**config.mk**
```make
export PLATFORM = sky130hd
export DESIGN_NAME = in_service_control_flat
export DESIGN_NICKNAME = d
export VERILOG_FILES = /design/src/rtl/in_service_control_if.sv /design/src/rtl/in_service_control.sv /design/src/flat_wrapper.sv
export SDC_FILE = /design/constraint.sdc
export NUM_CORES = 1
export LEC_CHECK = 0
export ABC_AREA = 0
export CORE_MARGIN = 5
export CORE_UTILIZATION = 39
export DETAILED_ROUTE_END_ITERATION = 7
export PLACE_DENSITY = 0.79
export SLEW_MARGIN = 5
export SYNTH_ARGS = -nofsm -noshare
export SYNTH_HDL_FRONTEND = slang
export SYNTH_SLANG_ARGS = --single-unit
```
**constraint.sdc**
```tcl
create_clock -name clock -period 2.4 [get_ports clock]
set_input_delay 0.48 -clock clock [delete_from_list [all_inputs] [get_ports clock]]
set_output_delay 0.48 -clock clock [all_outputs]
set_load 0.02 [all_outputs]
```
**src/rtl/in_service_control_if.sv**
```systemverilog
// Signal bundle between the 8259A acknowledge/OCW2 front end and the in-service register owner.
// Strobes (ack_first, ack_last, ocw2_valid) are single-cycle pulses with no back-pressure: they act on the rising edge where they are high.
interface in_service_control_if;
  logic [7:0] interrupt;
  logic       ack_first;
  logic       ack_last;
  logic       auto_eoi_config;
  logic       ocw2_valid;
  logic [7:0] ocw2;
  logic [7:0] highest_level_in_service;
  logic [7:0] next_in_service_register;
  logic [7:0] in_service_register;
  logic [2:0] priority_rotate;
  logic       rotate_in_aeoi;
  logic [2:0] acknowledged_level;
  logic       ack_state;

  modport master (
    output interrupt, ack_first, ack_last, auto_eoi_config, ocw2_valid, ocw2,
           highest_level_in_service,
    input  next_in_service_register, in_service_register, priority_rotate,
           rotate_in_aeoi, acknowledged_level, ack_state
  );

  modport slave (
    input  interrupt, ack_first, ack_last, auto_eoi_config, ocw2_valid, ocw2,
           highest_level_in_service,
    output next_in_service_register, in_service_register, priority_rotate,
           rotate_in_aeoi, acknowledged_level, ack_state
  );
endinterface

```
**src/rtl/in_service_control.sv**
```systemverilog
// 8259A in-service register and priority-rotation owner: sets ISR bits on acknowledge,
// clears them on OCW2 EOI commands and automatic EOI.
module in_service_control #(
  parameter int       ISR_WIDTH    = 8,
  parameter bit [2:0] ROTATE_RESET = 3'd7
) (
  input logic            clock,
  input logic            reset_n,
  in_service_control_if.slave bus
);
  typedef enum logic {IDLE = 1'b0, IN_ACK = 1'b1} state_t;

  state_t               state, state_next;
  logic [ISR_WIDTH-1:0] isr, set_mask, clear_mask, next_isr;
  logic [2:0]           rotate, rotate_next;
  logic [2:0]           ack_level, ack_level_next, aeoi_level;
  logic                 aeoi_flag, aeoi_flag_next;
  logic                 do_aeoi;
  logic [2:0]           cmd;
  logic [2:0]           cmd_level;
  logic                 ocw2_unused;

  function automatic logic [2:0] encode(input logic [ISR_WIDTH-1:0] v);
    encode = 3'd0;
    for (int i = ISR_WIDTH - 1; i >= 0; i--)
      if (v[i]) encode = 3'(i);
  endfunction

  assign cmd         = bus.ocw2[7:5];
  assign cmd_level   = bus.ocw2[2:0];
  assign ocw2_unused = ^bus.ocw2[4:3];

  always_comb begin
    set_mask       = '0;
    clear_mask     = '0;
    state_next     = state;
    ack_level_next = ack_level;
    rotate_next    = rotate;
    aeoi_flag_next = aeoi_flag;
    aeoi_level     = ack_level;
    do_aeoi        = 1'b0;

    // A first INTA always starts a fresh sequence, even as a restart from IN_ACK.
    if (bus.ack_first) begin
      set_mask       = bus.interrupt;
      ack_level_next = encode(bus.interrupt);
      aeoi_level     = encode(bus.interrupt);
      state_next     = IN_ACK;
      do_aeoi        = bus.ack_last;
    end else if (state == IN_ACK) begin
      do_aeoi = bus.ack_last;
    end

    if (do_aeoi) begin
      state_next = IDLE;
      if (bus.auto_eoi_config) begin
        clear_mask = clear_mask | (ISR_WIDTH'(1) << aeoi_level);
        if (aeoi_flag) rotate_next = aeoi_level;
      end
    end

    // OCW2 rotation is evaluated last so it overrides an AEOI rotation in the same cycle.
    if (bus.ocw2_valid) begin
      case (cmd)
        3'b001: clear_mask = clear_mask | bus.highest_level_in_service;
        3'b011: clear_mask = clear_mask | (ISR_WIDTH'(1) << cmd_level);
        3'b101: begin
          if (bus.highest_level_in_service != '0) begin
            clear_mask  = clear_mask | bus.highest_level_in_service;
            rotate_next = encode(bus.highest_level_in_service);
          end
        end
        3'b111: begin
          clear_mask  = clear_mask | (ISR_WIDTH'(1) << cmd_level);
          rotate_next = cmd_level;
        end
        3'b110:  rotate_next    = cmd_level;
        3'b100:  aeoi_flag_next = 1'b1;
        3'b000:  aeoi_flag_next = 1'b0;
        default: ;
      endcase
    end

    next_isr = (isr | set_mask) & ~clear_mask;
  end

  always_ff @(posedge clock or negedge reset_n) begin
    if (!reset_n) begin
      state     <= IDLE;
      isr       <= '0;
      rotate    <= ROTATE_RESET;
      aeoi_flag <= 1'b0;
      ack_level <= 3'd0;
    end else begin
      state     <= state_next;
      isr       <= next_isr;
      rotate    <= rotate_next;
      aeoi_flag <= aeoi_flag_next;
      ack_level <= ack_level_next;
    end
  end

  assign bus.next_in_service_register = next_isr;
  assign bus.in_service_register      = isr;
  assign bus.priority_rotate          = rotate;
  assign bus.rotate_in_aeoi           = aeoi_flag;
  assign bus.acknowledged_level       = ack_level;
  assign bus.ack_state                = state;
endmodule

```
**src/flat_wrapper.sv**
```systemverilog
// flat-port wrapper written by rule: the top's interface ports become plain ports
module in_service_control_flat 
#(
  parameter int       ISR_WIDTH    = 8,
  parameter bit [2:0] ROTATE_RESET = 3'd7
)
  (clock, reset_n, bus_interrupt, bus_ack_first, bus_ack_last, bus_auto_eoi_config, bus_ocw2_valid, bus_ocw2, bus_highest_level_in_service, bus_next_in_service_register, bus_in_service_register, bus_priority_rotate, bus_rotate_in_aeoi, bus_acknowledged_level, bus_ack_state);
  in_service_control_if bus_i ();
  input logic clock;
  input logic reset_n;
  input wire logic [$bits(bus_i.interrupt)-1:0] bus_interrupt;
  input wire logic [$bits(bus_i.ack_first)-1:0] bus_ack_first;
  input wire logic [$bits(bus_i.ack_last)-1:0] bus_ack_last;
  input wire logic [$bits(bus_i.auto_eoi_config)-1:0] bus_auto_eoi_config;
  input wire logic [$bits(bus_i.ocw2_valid)-1:0] bus_ocw2_valid;
  input wire logic [$bits(bus_i.ocw2)-1:0] bus_ocw2;
  input wire logic [$bits(bus_i.highest_level_in_service)-1:0] bus_highest_level_in_service;
  output wire logic [$bits(bus_i.next_in_service_register)-1:0] bus_next_in_service_register;
  output wire logic [$bits(bus_i.in_service_register)-1:0] bus_in_service_register;
  output wire logic [$bits(bus_i.priority_rotate)-1:0] bus_priority_rotate;
  output wire logic [$bits(bus_i.rotate_in_aeoi)-1:0] bus_rotate_in_aeoi;
  output wire logic [$bits(bus_i.acknowledged_level)-1:0] bus_acknowledged_level;
  output wire logic [$bits(bus_i.ack_state)-1:0] bus_ack_state;
  assign bus_i.interrupt = bus_interrupt;
  assign bus_i.ack_first = bus_ack_first;
  assign bus_i.ack_last = bus_ack_last;
  assign bus_i.auto_eoi_config = bus_auto_eoi_config;
  assign bus_i.ocw2_valid = bus_ocw2_valid;
  assign bus_i.ocw2 = bus_ocw2;
  assign bus_i.highest_level_in_service = bus_highest_level_in_service;
  assign bus_next_in_service_register = bus_i.next_in_service_register;
  assign bus_in_service_register = bus_i.in_service_register;
  assign bus_priority_rotate = bus_i.priority_rotate;
  assign bus_rotate_in_aeoi = bus_i.rotate_in_aeoi;
  assign bus_acknowledged_level = bus_i.acknowledged_level;
  assign bus_ack_state = bus_i.ack_state;
  in_service_control #(.ISR_WIDTH(ISR_WIDTH), .ROTATE_RESET(ROTATE_RESET)) u_core (.clock(clock), .reset_n(reset_n), .bus(bus_i));
endmodule
```
# Word-level counts from Yosys, hierarchy flattened
# Cells that the tools add are included.
# word_totals
elab_cells,59
regBits,16
output_inout_bits,24
mem_bits_ro,0
ram_bits,0
latch_bits,0
n_memories,0
# classes
n_div,0
n_eq_ne,6
add_sub_neg,0
reduce_logical,7
n_shift,2
mux,34
bitwise_logic,5
magnitude_cmp,0
mul,0
# ops
cell,count
$mux 3,22
$mux 8,5
$or 8x8->8,3
$pmux 8 s3,1
$shl 1x3->8 const A,2
$eq 3x3->1 const B,4
$and 8x8->8,1
$not 8->8,1
$reduce_bool 8->1,1
$pmux 3 s2,1
$mux 1,4
$reduce_bool 2->1,2
$reduce_or 2->1,2
$eq 3x1->1 const B,1
$eq 3x2->1 const B,1
$logic_not 3->1,1
$pmux 1 s2,1
$reduce_and 2->1,1

# Logic depth before layout (Yosys ltp)
# depth
depth_word,18
depth_mapped,7

# Worst setup path after synthesis
# No wires, ideal clock.
# synth_path
path_kind,input-to-output
start,input bus_interrupt[5]
end,output bus_next_in_service_register[4]
cell_stages,5
required_ns,1.920
n_path_buf,0
setup_slack_ns,-0.114
arrival_time_ns,2.034
cell_sequence,or4_1 a41o_1 nand2_2 nor2_1 a221oi_1
# synth_via
elab_chain_cells,16
elab_cells_between_ends,17
# synth_lines
element,line_no,text
start: declaration,flat_wrapper.sv:11,input wire logic [$bits(bus_i.interrupt)-1:0] bus_interrupt;
$mux 3 (*) (6 in a row),in_service_control.sv:26,if (v[i]) encode = 3'(i);
$mux 3 (*),-,
$shl 1x3->8 (*),in_service_control.sv:57,clear_mask = clear_mask | (ISR_WIDTH'(1) << aeoi_level);
$mux 8 (*),in_service_control.sv:56,if (bus.auto_eoi_config) begin
$mux 8 (*),in_service_control.sv:54,if (do_aeoi) begin
$or 8x8->8,"in_service_control.sv:65, in_service_control.sv:69",
$mux 8,in_service_control.sv:68,if (bus.highest_level_in_service != '0) begin
$pmux 8 s3,in_service_control.sv:64,case (cmd)
$mux 8 (*),in_service_control.sv:63,if (bus.ocw2_valid) begin
$not 8->8 (*),in_service_control.sv:84,next_isr = (isr | set_mask) & ~clear_mask;
$and 8x8->8 (*),in_service_control.sv:84,
end: declaration,flat_wrapper.sv:18,output wire logic [$bits(bus_i.next_in_service_register)-1:0] bus_next_in_service_register;
# Every way passes the cells marked *; elsewhere a longest branch is shown, timed or not.

# Worst setup path after layout
# layout_path
start,input bus_interrupt[7]
end,output bus_next_in_service_register[1]
# layout_via
elab_chain_cells,18
elab_cells_between_ends,19
# layout_lines
element,line_no
$mux 3 (*) (8 in a row),in_service_control.sv:26
$mux 3 (*),-
$shl 1x3->8 (*),in_service_control.sv:57
$mux 8 (*),in_service_control.sv:56
$mux 8 (*),in_service_control.sv:54
$or 8x8->8,"in_service_control.sv:65, in_service_control.sv:69"
$mux 8,in_service_control.sv:68
$pmux 8 s3,in_service_control.sv:64
$mux 8 (*),in_service_control.sv:63
$not 8->8 (*),in_service_control.sv:84
$and 8x8->8 (*),in_service_control.sv:84
# Marks and branches as above.

==> tab_implementation.tex <==
\begin{tabular}{lr}
\hline
Metric & Value \\
\hline
\multicolumn{2}{l}{\textbf{Outcome}} \\
Outcome & finished with violations \\
Failing checks & setup timing \\
\multicolumn{2}{l}{\textbf{STA}} \\
RSZ-0062 raised after global routing & yes \\
Highest Clock Rate & 403 MHz \\
Final worst clock skew & 0.00814 ns \\
Setup Viol. Count Final & 8 \\
Smallest setup slack after layout & -0.0789 ns \\
Relative slew slack & 0.519 \\
Transition at the pin with the smallest max-transition slack & between 0.7 and 0.8 ns \\
Final Slew Violations & 0 \\
Minimum clock period after layout & 2.48 ns \\
Final count of hold timing violations & 0 \\
Final period util & 1.03 \\
Tightest hold margin & 0.573 ns \\
\multicolumn{2}{l}{\textbf{Synthesis}} \\
Count of yosys warnings during synthesis & 0 \\
Top area cells in the synthesized netlist & sky130\_fd\_sc\_hd\_\_dfrtp\_1 31\%, sky130\_fd\_sc\_hd\_\_dfstp\_2 7.4\%, sky130\_fd\_sc\_hd\_\_a21oi\_1 6.6\% \\
Mean area per synthesized cell & 8.13 um\^{}2 \\
Area share of the largest cell type after synthesis & 0.306 \\
Distinct cell type count after synthesis & 37 \\
Cells after synthesis & 131 \\
Post-Syn Nets & around 160 \\
Post-synthesis cell area & $\sim$1100 um\^{}2 \\
Cell type with the highest aggregate area in the netlist & sky130\_fd\_sc\_hd\_\_dfrtp\_1 \\
Sequential area share after synthesis & 0.380 \\
Post-synthesis sequential element count & 16 \\
\multicolumn{2}{l}{\textbf{Critical path}} \\
R2r startpoint & u\_core.bus.acknowledged\_level[1] \\
Worst R2R End & u\_core.bus.in\_service\_register[4] \\
Reg-to-reg setup timing slack & 0.87 ns \\
Worst Reg2Reg Path Length in Cells & 6 \\
Element type at the critical path start & input port \\
Critical path data arrival time & around 2.0 ns \\
Required time at the worst-slack endpoint & 1.92 ns \\
Endpoint type of the worst setup path & output port \\
Crit Path Category & input port to output port \\
Maximum fanout encountered on the critical timing path & 3 \\
\multicolumn{2}{l}{\textbf{Floorplanning}} \\
Die boundary width & a little over 60 um \\
Starting utilization of the core area & 0.396 \\
Site Rows & 19 \\
Die height & about 62 um \\
Die area & between 3000 and 4000 um\^{}2 \\
Ports & 54 \\
Core Footprint & around 2700 um\^{}2 \\
\multicolumn{2}{l}{\textbf{Route}} \\
Vias post-DR & 1477 \\
Vias per std cell & 5.77 \\
WL final & 4.87 mm \\
Initial detailed-routing violation count & 84 \\
Count of antenna-violating nets left after detailed routing & 0 \\
Routed wire per std cell & 19.0 um \\
Iteration count of the initial detailed-routing pass & 4 \\
DRC errors left & 0 \\
\multicolumn{2}{l}{\textbf{Clock network}} \\
Root Buffer Master & sky130\_fd\_sc\_hd\_\_clkbuf\_4 \\
Clock latency on the worst-skew pair & 0.30 ns \\
Worst-path clk slew & 0.09 ns \\
Max H-tree Level & 1 \\
TritonCTS clock tree & done \\
Hold Buf Count CTS & 0 \\
Maximum count of clock buffers along a single path & 2 \\
Clock sink count & 16 \\
Number of buffers added by the clock tree synthesis step & 3 \\
\multicolumn{2}{l}{\textbf{GRT}} \\
Total track usage & 0.239 \\
Global-route track usage on met2 & 0.408 \\
Global route total overflow & 0 \\
Number of antenna violations at the first check in global routing & 0 \\
Pin count of the biggest net entering global routing & 17 \\
Global routing's busiest layer & met2 \\
Via count of the first global-routing pass & 1556 \\
Met3 track demand over resource & 0.0667 \\
Met1 layer usage reported by global route & 0.250 \\
First-pass GRT wire length & 7.53 mm \\
\multicolumn{2}{l}{\textbf{Place}} \\
Detailed-placement wirelength estimate & between 3 and 4 mm \\
Routability congestion estimate from global placement & 0.902 \\
Placed instance area & about 1800 um\^{}2 \\
Post-placement cell count & 241 \\
Port Buffer Count & 51 \\
\multicolumn{2}{l}{\textbf{Hold path}} \\
Hold path startpoint & u\_core.bus.rotate\_in\_aeoi \\
Worst min-delay path endpoint & u\_core.bus.rotate\_in\_aeoi \\
Hold Path Stages & 1 \\
Worst Hold Class & flop to flop \\
\multicolumn{2}{l}{\textbf{Finish}} \\
Total number of nets in the final design & around 260 \\
Diodes inserted & 0 \\
Share of layout cells above drive strength 1 & 0.427 \\
Post-route cell area & 2170 um\^{}2 \\
Synthesis-to-finish area growth & 104\% \\
Layout Cells excl Fill & between 200 and 300 \\
\multicolumn{2}{l}{\textbf{Flow run}} \\
\# Max-Cap Violations & 0 \\
\multicolumn{2}{l}{\textbf{Power and ir drop}} \\
Pleak & 0.000945 uW \\
Power per standard cell area & 490 nW/um\^{}2 \\
Max IR drop VDD & 0.000404 V \\
\hline
\end{tabular}
## area by class of cell
type	count	area (um^2)
timing repair buffer	96	832
tap	31	38.8
inverter	11	43.8
multi-input combinational	98	812
clock buffer	4	36.3
fill	154	519
sequential	16	404
## per-stage QoR
step,power [uW],util,worst slack [ns],setup TNS [ns]
finish,1060,0.807,-0.0789,-0.361
global placement,778,0.687,-0.875,-6.63
detailed placement,790,0.687,-0.985,-7.08
CTS,1000,0.768,-0.0572,-0.160
global route,1110,0.807,-0.132,-0.701
floorplan,530,-,-0.114,-0.441
## critical path, stage by stage
cell and delay (ns):
sky130_fd_sc_hd__buf_6 0.09, sky130_fd_sc_hd__or4_4 0.52, sky130_fd_sc_hd__a41o_1 0.25, sky130_fd_sc_hd__nand2b_4 0.19, sky130_fd_sc_hd__nor2b_4 0.18, sky130_fd_sc_hd__a221oi_2 0.10, sky130_fd_sc_hd__buf_4 0.18
## layer usage
metal | vias up | share of wire
met5 | - | 0
met4 | 0 | 0.042
met3 | 18 | 0.075
met2 | 75 | 0.52
met1 | 705 | 0.36
li1 | 679 | -
## sequential cells by signal, indices dropped and copies added (netlist names)
name                            cells
u_core.bus.priority_rotate          3
u_core.bus.in_service_register      8
u_core.bus.ack_state                1
u_core.bus.acknowledged_level       3
u_core.bus.rotate_in_aeoi           1
## synthesized netlist by cell type
cell / n
sky130_fd_sc_hd__nor2_1: 16
sky130_fd_sc_hd__a21oi_1: 14
sky130_fd_sc_hd__dfrtp_1: 13
sky130_fd_sc_hd__inv_1: 11
sky130_fd_sc_hd__o21ai_0: 9
sky130_fd_sc_hd__a221oi_1: 7
sky130_fd_sc_hd__nor2b_1: 7
sky130_fd_sc_hd__nand2_1: 6
sky130_fd_sc_hd__nand4_1: 5
sky130_fd_sc_hd__o22ai_1: 4
sky130_fd_sc_hd__clkbuf_1: 3
sky130_fd_sc_hd__dfstp_2: 3
sky130_fd_sc_hd__nor3_1: 3
sky130_fd_sc_hd__a21boi_0: 2
sky130_fd_sc_hd__a21o_1: 2
sky130_fd_sc_hd__mux2_2: 2
sky130_fd_sc_hd__nand2b_1: 2
sky130_fd_sc_hd__nor4_1: 2
sky130_fd_sc_hd__o32ai_1: 2
sky130_fd_sc_hd__a311oi_1: 1
sky130_fd_sc_hd__a31oi_1: 1
sky130_fd_sc_hd__a41o_1: 1
sky130_fd_sc_hd__and2_1: 1
sky130_fd_sc_hd__buf_1: 1
sky130_fd_sc_hd__buf_2: 1
sky130_fd_sc_hd__clkbuf_2: 1
sky130_fd_sc_hd__nand2_2: 1
sky130_fd_sc_hd__nand3_1: 1
sky130_fd_sc_hd__nand3b_1: 1
sky130_fd_sc_hd__nand4b_1: 1
sky130_fd_sc_hd__nor4b_1: 1
sky130_fd_sc_hd__o2111a_1: 1
sky130_fd_sc_hd__o211ai_1: 1
sky130_fd_sc_hd__o221ai_2: 1
sky130_fd_sc_hd__o311ai_0: 1
sky130_fd_sc_hd__o31ai_1: 1
sky130_fd_sc_hd__or4_1: 1
## kinds of logic after synthesis
group / synth area share
AO/OA/AOI/OAI: 0.304
multiplexers: 0.0212
buffers and inverters: 0.0623
flip-flops: 0.380
AND/OR/NAND/NOR: 0.233
## worst max-delay path by stage
stage	start	end	slack, ns	depth (start not counted)
global route	bus_interrupt[7]	bus_next_in_service_register[1]	-0.13	8
CTS	bus_interrupt[4]	bus_next_in_service_register[6]	-0.06	7
global placement	bus_interrupt[5]	bus_next_in_service_register[5]	-0.87	7
detailed placement	bus_interrupt[5]	bus_next_in_service_register[6]	-0.98	7
floorplan	bus_interrupt[5]	bus_next_in_service_register[4]	-0.11	5
finish	bus_interrupt[7]	bus_next_in_service_register[1]	-0.08	7
## report_power, final
group | internal (uW) | total, uW | switching [uW]
clock | 92.5 | 185 | 92.1
combinational | 262 | 533 | 271
sequential | 318 | 345 | 26.1
total | 673 | 1060 | 389
## repair_timing
item | 4_1_cts | 5_1_grt
gates resized for setup | 102 | 20
setup endpoints to repair | 8 | 8
buffers inserted | 6 | 4
pin swaps | 17 | 7
cloned | 1 | 0
hold endpoints to repair | 0 | 0
## layout by cell type, fill, tap and decap left out, types with 3 or more instances in the layout
master                            Yosys  routed
sky130_fd_sc_hd__buf_4                0      48
sky130_fd_sc_hd__clkdlybuf4s50_1      0      33
sky130_fd_sc_hd__a21oi_1             14      13
sky130_fd_sc_hd__dfrtp_1             13      13
sky130_fd_sc_hd__inv_1               11      10
sky130_fd_sc_hd__nor2_1              16      10
sky130_fd_sc_hd__o21ai_0              9       8
sky130_fd_sc_hd__buf_6                0       7
sky130_fd_sc_hd__nand2_1              6       6
sky130_fd_sc_hd__nor2_4               0       5
sky130_fd_sc_hd__a221oi_2             0       5
sky130_fd_sc_hd__nand4_1              5       5
sky130_fd_sc_hd__nor2b_4              0       4
sky130_fd_sc_hd__o22ai_1              4       4
sky130_fd_sc_hd__dlygate4sd2_1        0       4
sky130_fd_sc_hd__nor2b_1              7       3
sky130_fd_sc_hd__clkbuf_4             0       3
sky130_fd_sc_hd__dfstp_2              3       3
(Power assumes the default switching activity.)
